### src/rtl/piso_pkg.sv
// Shared types and helpers for the parallel-in/serial-out shifter.
package piso_pkg;

    typedef enum logic {
        IDLE  = 1'b0,
        SHIFT = 1'b1
    } state_t;

    // Bit counter must be able to hold the value WIDTH itself (shown in IDLE after a frame).
    function automatic int cnt_width(input int width);
        return $clog2(width + 1);
    endfunction

endpackage

### src/rtl/piso_shreg.sv
// Shift register datapath: clear beats load, load beats shift; fill bit enters the vacated end.
module piso_shreg #(
    parameter int WIDTH     = 8,
    parameter bit LSB_FIRST = 1'b1
) (
    input  logic             clk,
    input  logic             rst_n,
    input  logic             load,
    input  logic             shift,
    input  logic             clear,
    input  logic [WIDTH-1:0] d,
    input  logic             ser_in,
    output logic             q_bit
);

    logic [WIDTH-1:0] shreg_q;
    logic [WIDTH-1:0] shreg_d;

    always_comb begin
        // NOTE: default assignment first so every path assigns shreg_d and no latch is inferred.
        shreg_d = shreg_q;
        if (clear) begin
            shreg_d = '0;
        end else if (load) begin
            shreg_d = d;
        end else if (shift) begin
            shreg_d = LSB_FIRST ? {ser_in, shreg_q[WIDTH-1:1]}
                                : {shreg_q[WIDTH-2:0], ser_in};
        end
    end

    always_ff @(posedge clk or negedge rst_n) begin
        // NOTE: non-blocking assignments for all flop updates so every flop samples pre-edge values.
        if (!rst_n) begin
            shreg_q <= '0;
        end else begin
            shreg_q <= shreg_d;
        end
    end

    assign q_bit = LSB_FIRST ? shreg_q[0] : shreg_q[WIDTH-1];

endmodule

### src/rtl/piso_shift_ctrl.sv
// Load handshake, frame FSM and bit counter around the PISO shift register.
module piso_shift_ctrl
    import piso_pkg::*;
#(
    parameter  int WIDTH     = 8,
    parameter  bit LSB_FIRST = 1'b1,
    localparam int CNT_W     = cnt_width(WIDTH)
) (
    input  logic             clk,
    input  logic             rst_n,
    input  logic [WIDTH-1:0] ld_data,
    input  logic             ld_valid,
    output logic             ld_ready,
    input  logic             shift_en,
    input  logic             ser_in,
    input  logic             flush,
    output logic             ser_out,
    output logic             ser_out_n,
    output logic             busy,
    output logic             done,
    output logic [CNT_W-1:0] bit_cnt
);

    state_t           state_q, state_d;
    logic [CNT_W-1:0] cnt_q, cnt_d;
    logic             done_q, done_d;
    logic             busy_q, busy_d;
    logic             frame_end;
    logic             ready_c;
    logic             do_load;
    logic             do_shift;

    always_comb begin
        frame_end = (state_q == SHIFT) && shift_en && (cnt_q == CNT_W'(WIDTH - 1));
        // Accepting on the last shift cycle lets frames run back to back without a gap.
        ready_c   = !flush && ((state_q == IDLE) || frame_end);
        do_load   = ld_valid && ready_c;
        do_shift  = !flush && !do_load && (state_q == SHIFT) && shift_en;

        state_d = state_q;
        cnt_d   = cnt_q;
        done_d  = frame_end && !flush;
        if (flush) begin
            state_d = IDLE;
            cnt_d   = '0;
        end else if (do_load) begin
            state_d = SHIFT;
            cnt_d   = '0;
        end else if (do_shift) begin
            cnt_d = cnt_q + 1'b1;
            if (frame_end) begin
                state_d = IDLE;
            end
        end
        busy_d = (state_d == SHIFT);
    end

    always_ff @(posedge clk or negedge rst_n) begin
        if (!rst_n) begin
            state_q <= IDLE;
            cnt_q   <= '0;
            done_q  <= 1'b0;
            busy_q  <= 1'b0;
        end else begin
            state_q <= state_d;
            cnt_q   <= cnt_d;
            done_q  <= done_d;
            busy_q  <= busy_d;
        end
    end

    piso_shreg #(
        .WIDTH     (WIDTH),
        .LSB_FIRST (LSB_FIRST)
    ) u_shreg (
        .clk    (clk),
        .rst_n  (rst_n),
        .load   (do_load),
        .shift  (do_shift),
        .clear  (flush),
        .d      (ld_data),
        .ser_in (ser_in),
        .q_bit  (ser_out)
    );

    assign ser_out_n = ~ser_out;
    assign ld_ready  = ready_c;
    assign busy      = busy_q;
    assign done      = done_q;
    assign bit_cnt   = cnt_q;

endmodule
### config.mk
export PLATFORM = sky130hd
export DESIGN_NAME = piso_shift_ctrl
export DESIGN_NICKNAME = d
export VERILOG_FILES = /design/src/rtl/piso_pkg.sv /design/src/rtl/piso_shreg.sv /design/src/rtl/piso_shift_ctrl.sv
export SDC_FILE = /design/constraint.sdc
export NUM_CORES = 1
export LEC_CHECK = 0
export CAP_MARGIN = 20
export CELL_PAD_IN_SITES_DETAIL_PLACEMENT = 0
export CELL_PAD_IN_SITES_GLOBAL_PLACEMENT = 2
export CORE_ASPECT_RATIO = 0.75
export CORE_MARGIN = 2
export CORE_UTILIZATION = 26
export DETAILED_ROUTE_END_ITERATION = 7
export HOLD_SLACK_MARGIN = 0.02
export PLACE_DENSITY = 0.83
export SLEW_MARGIN = 20
export SYNTH_ARGS = -nofsm -noshare
export SYNTH_HDL_FRONTEND = slang
export SYNTH_SLANG_ARGS = --single-unit
### constraint.sdc
create_clock -name clk -period 1.45 [get_ports clk]
set_clock_uncertainty 0.15 [all_clocks]
set_input_delay 0.29 -clock clk [delete_from_list [all_inputs] [get_ports clk]]
set_output_delay 0.29 -clock clk [all_outputs]
set_load 0.02 [all_outputs]
* Yosys cells after proc, flatten, opt, wreduce, memory -nomap -nowiden
Index checks and enable logic that the tools add are counted.
** Storage, ports and cells
- Register bits :: 14
- Input port bits :: 14
** Operators by class
- $add $sub $neg :: 1
- Equality and inequality tests :: 1
- Mux-type cells :: 10
- Bitwise operators :: 2
- Reductions and logical operators :: 14
** Operator list (count)
- $mux W8 :: 3
- $mux W4 :: 3
- $logic_and A1 B1 Y1 :: 8
- $reduce_bool A3 Y1 :: 2
- $add A4 B1 Y4 const B :: 1
- $eq A4 B3 Y1 const B :: 1
- $mux W1 :: 4
- $logic_not A1 Y1 :: 2
- $not A1 Y1 :: 2
- $reduce_and A2 Y1 :: 1
- $logic_or A1 B1 Y1 :: 1

* Longest topological paths before layout
- Word-level depth :: 12
- Gate-level depth with buffers :: 5
- Depth with buffers taken out :: 4

* Cells and area by module
Synthesis repeated with hierarchy kept, for this count alone.
** Second synthesis, totals
- Cells, all modules :: 65
- Area, all modules :: 718.2 µm²
** Modules (own cells, without submodules)
- piso_shreg :: instances 1, cells an instance 35, area an instance 409.1 µm², seq. area each 200.2 µm²
- piso_shift_ctrl :: instances 1, cells an instance 30, area an instance 309.0 µm², seq. area each 150.1 µm²

* Worst setup path before layout
Ideal clock, no wire load.
- Kind :: register -> output
- From :: register cnt_q[0] (netlist: bit_cnt[0])
- To :: output port ld_ready
- Arrival :: 1.394 ns
- Required time :: 1.010 ns
- Setup slack :: -0.384 ns
- Cell stages (with the launch flop) :: 5
- Cells stage by stage :: dfrtp_1 -> ha_1 -> nand4b_1 -> buf_2 -> a21oi_1
** On the way
- Cells in the longest elaborated chain, start to end :: 4
** RTL lines
- start: declaration :: line piso_shift_ctrl.sv:25 : logic [CNT_W-1:0] cnt_q, cnt_d;
- start signal: assignment :: line piso_shift_ctrl.sv:66 : cnt_q <= cnt_d;
- $eq A4 B3 Y1 :: line piso_shift_ctrl.sv:34 : frame_end = (state_q == SHIFT) && shift_en && (cnt_q == CNT_W'(WIDTH - 1));
- $logic_and A1 B1 Y1 :: line piso_shift_ctrl.sv:34
- $logic_or A1 B1 Y1 :: line piso_shift_ctrl.sv:36 : ready_c = !flush && ((state_q == IDLE) || frame_end);
- $logic_and A1 B1 Y1 :: line piso_shift_ctrl.sv:36
- end: declaration :: line piso_shift_ctrl.sv:13 : output logic ld_ready,
No other way between the ends.

* Final worst setup path
- From :: register cnt_q[1] (netlist: bit_cnt[1])
- To :: output port ld_ready
Same word-level chain as after synthesis.

==> key figures <==
Min path
  – Min-delay worst type: primary input to asynchronous set/reset pin

Route
  – Number of DRC violations after detailed routing: 0
  – Count of antenna-violating nets left after detailed routing: 0
  – Number of detailed-route iterations in the first pass: 4
  – Routed vias/inst: 4.87
  – Number of vias in the routed layout: between 900 and 1000
  – Final routed wirelength across all metal layers: ~3 mm
  – Wirelength per Cell: 14.7 um
  – Number of DRC markers after the initial detailed-route iteration: 23

Job
  – Max-capacitance violation count: 0

Synthesis
  – Post-synthesis share of cell area spent on and, or, nand and nor gates: 0.292
  – Adder-cell share of the synthesized area: 0.0124
  – Portion of synthesized cell area occupied by the leading cell type: 0.348
  – Synth top area cells: dfrtp_1 35%, nor3_1 9.5%, mux2_2 9.0%, nor3b_1 6.7%, o21a_1 6.0%
  – Compound-gate portion of the synthesized area: 0.154
  – Post-synth EDFFs: 0
  – Library cell with the largest summed area after synthesis: dfrtp_1
  – Number of different library cells in the post-synthesis netlist: 26
  – Mapped Area: 1010 um^2
  – Count of state elements after synthesis: 14
  – Xor and xnor area share after synthesis: 0.0174
  – Fraction of synthesized area in multiplexers: 0.0995
  – Async set-reset flop share out of synthesis: 1.00
  – Synthesized net count: 125
  – Cells after Synth: 110
  – Primary flip-flop cell chosen by synthesis mapping: dfrtp_1
  – Share of the yosys chip area belonging to registers: 0.348
  – Average footprint of a synthesized cell: 9.15 um^2
  – Combinational family with the most area after synthesis: simple AND/OR/NAND/NOR gates
  – Yosys Warn Count: 0

Clock tree
  – Clock H-tree levels: 1
  – Clk_lat worst skew: 0.25 ns
  – TritonCTS Buffers: 3
  – Clock tree from TritonCTS: yes
  – Cts hold-fix bufs: 0
  – Cell at the root of the clock tree: clkbuf_8
  – Clock Tree Buf Depth: 2
  – TritonCTS Sinks: 14
  – Clock-pin slew reported for the worst setup and hold paths after clock tree synthesis: 0.07 ns

STA
  – Final hold violation count: 0
  – Crit share post-route: 1.19
  – Unrepaired setup endpoints after global routing: true
  – Peak clock frequency supported by timing: between 0.5 and 0.6 GHz
  – Shortest clock period the worst path allows after layout: about 1.7 ns
  – Relative slew margins: 0.845
  – Count of endpoints failing setup in the final report: 16
  – Max-slew violation count: 0
  – Slew at the pin with the worst max-slew slack: approximately 0.23 ns
  – Slack of the critical path: -0.279 ns

Setup path
  – Category of the worst setup path capture point: primary output
  – Cell-by-cell listing of the critical path: ha_4 > nand4b_1 > a21oi_4 > buf_6
  – Worst Reg-to-Reg Cells: 7
  – Destination of the worst register-to-register timing path: u_shreg.shreg_q[5]$_DFFE_PN0P_
  – Highest-delay cell along the critical path: dfrtp_2
  – Sort of element at the start of the critical path: flip-flop
  – Worst setup slack for register-to-register paths: -0.22 ns
  – Beginning of the worst register-to-register path: bit_cnt[1]$_DFFE_PN0P_
  – Largest stage delay, worst path: 0.39 ns
  – Critical Path Fanout Max: 2
  – Signal arrival time at the worst endpoint: 1.29 ns
  – Crit path kind: flip-flop to primary output
  – Required time of the critical path: approximately 1.0 ns

Global route
  – Met1 track demand over resource in global routing: 0.226
  – Antenna violations before repair: 0
  – Global-route wire length before repair: 4.69 mm
  – Grt met3 use: 0.0487
  – Busiest layer in global routing: met1
  – GRT Resource Usage Total: 0.147
  – Via count of the first global-routing pass: 935
  – Largest net degree at the start of global routing: 20
  – GR Util met2: 0.192
  – Residual overflow from global routing: 0

Placed design
  – Placed wire-length estimate: 2.01 mm
  – Area of placed instances: ~1400 um^2
  – Number of I/O port buffers: 22
  – Post-Place Worst Slack: -0.750 ns
  – Routability-driven placement congestion ratio: 0.743

Power
  – Power density over the cells: 722 nW/um^2
  – Leakage power: 0.661 nW
  – Highest ir drop seen on vdd: 0.411 mV
  – Pwr Total: roughly 1.1 mW

Layout
  – Fillers: between 300 and 400
  – Layout cell share with drive strength beyond 1: 0.375
  – Leading cell types in the layout, fill and taps excluded: 23 x buf_4, 16 x nor3_1, 12 x dfrtp_1, 12 x clkdlybuf4s50_1
  – Number of nets in the layout: 168
  – Cell area after layout: 1550 um^2
  – Sequential cell area in the final layout: 353 um^2
  – Most common cell after layout, fill and taps aside: buf_4
  – Synthesis-to-finish area growth: 53.6%
  – Area of the multi-input gates: 639 um^2
  – Antenna diode instance count: 0

Die
  – Die Area: around 4400 um^2
  – Vertical extent of the die: 57.9 um
  – Horiz. Die Dim: roughly 76 um
  – Core area: 3680 um^2
  – Standard-cell row count: 19
  – I/O pin count: 23
  – Starting density of the core: 0.273

Status
  – Result of the run: finished, violations left
  – Violated checks: setup timing
-- final cells by class --
type / instances / share of cell area
clock buffers: 4 / 0.0356
inverters: 1 / 0.00243
multi-input cells: 85 / 0.414
flip-flops and latches: 14 / 0.228
well taps: 52 / 0.0421
repair buffers: 48 / 0.278
-- synth_stat cells, types with 2 or more instances --
library cell	n
nor3_1	19
dfrtp_1	14
nor2_1	9
nor3b_1	9
mux2_2	8
o21a_1	8
o21bai_1	8
nor4_1	7
buf_6	4
buf_2	3
a21oi_1	2
clkbuf_1	2
nand2_1	2
nand3_1	2
xor2_1	2
-- layer usage --
layer,wire length [um],share of wire
met3,178,0.060
met5,0,0
met1,1470,0.49
met4,22,0.0074
met2,1320,0.44
-- kinds of logic after synthesis --
family,count (synthesis)
simple gates,52
mux,9
buf+inv,11
xor+xnor,2
compound gates,21
flops,14
fa+ha+maj,1
-- per-stage QoR --
step	cells	TNS, ns	utilization	hold slack (ns)
2_1_floorplan	110	-0.284	-	-0.156
3_3_place_gp	195	-6.03	0.384	0.480
3_5_place_dp	195	-6.17	0.384	0.476
4_1_cts	204	-1.99	0.422	0.214
5_1_grt	204	-3.00	0.419	0.231
6_report	204	-2.01	0.419	0.206
-- registers in the layout (all words and copies together), names as in the netlist --
name and cells:
bit_cnt 4, busy 1, u_shreg.shreg_q 8, done 1
-- where the power goes --
group	leakage (nW)	switching [mW]	internal [mW]	total, mW
clock	0.0288	0.156	0.241	0.397
sequential	0.184	0.0241	0.414	0.439
combinational	0.449	0.131	0.150	0.280
-- worst max-delay path, delay by kind of cell (launching register included) --
family	cells	cell delay, ns
flip-flops	1	0.39
AO/OA/AOI/OAI	1	0.20
AND/OR/NAND/NOR	1	0.17
adder cells (fa/ha/maj)	1	0.14
buffers and inverters	1	0.14
-- worst max path at each step --
stage | from | to | slack (ns) | cells after the start
2_1_floorplan | bit_cnt[0]$_DFFE_PN0P_ | ld_ready | -0.08 | 4
3_3_place_gp | shift_en | ld_ready | -0.76 | 4
3_5_place_dp | shift_en | ld_ready | -0.75 | 4
4_1_cts | bit_cnt[1]$_DFFE_PN0P_ | ld_ready | -0.30 | 4
5_1_grt | bit_cnt[1]$_DFFE_PN0P_ | ld_ready | -0.33 | 4
6_report | bit_cnt[1]$_DFFE_PN0P_ | ld_ready | -0.28 | 4
-- timing repair --
item                       4_1_cts  5_1_grt
cloned                           1        0
buffers inserted                 6        0
setup endpoints to repair       21       18
resized for setup               44        2
pin swaps                       11        1
hold endpoints to repair         0        0
(Power assumes the default switching activity.)
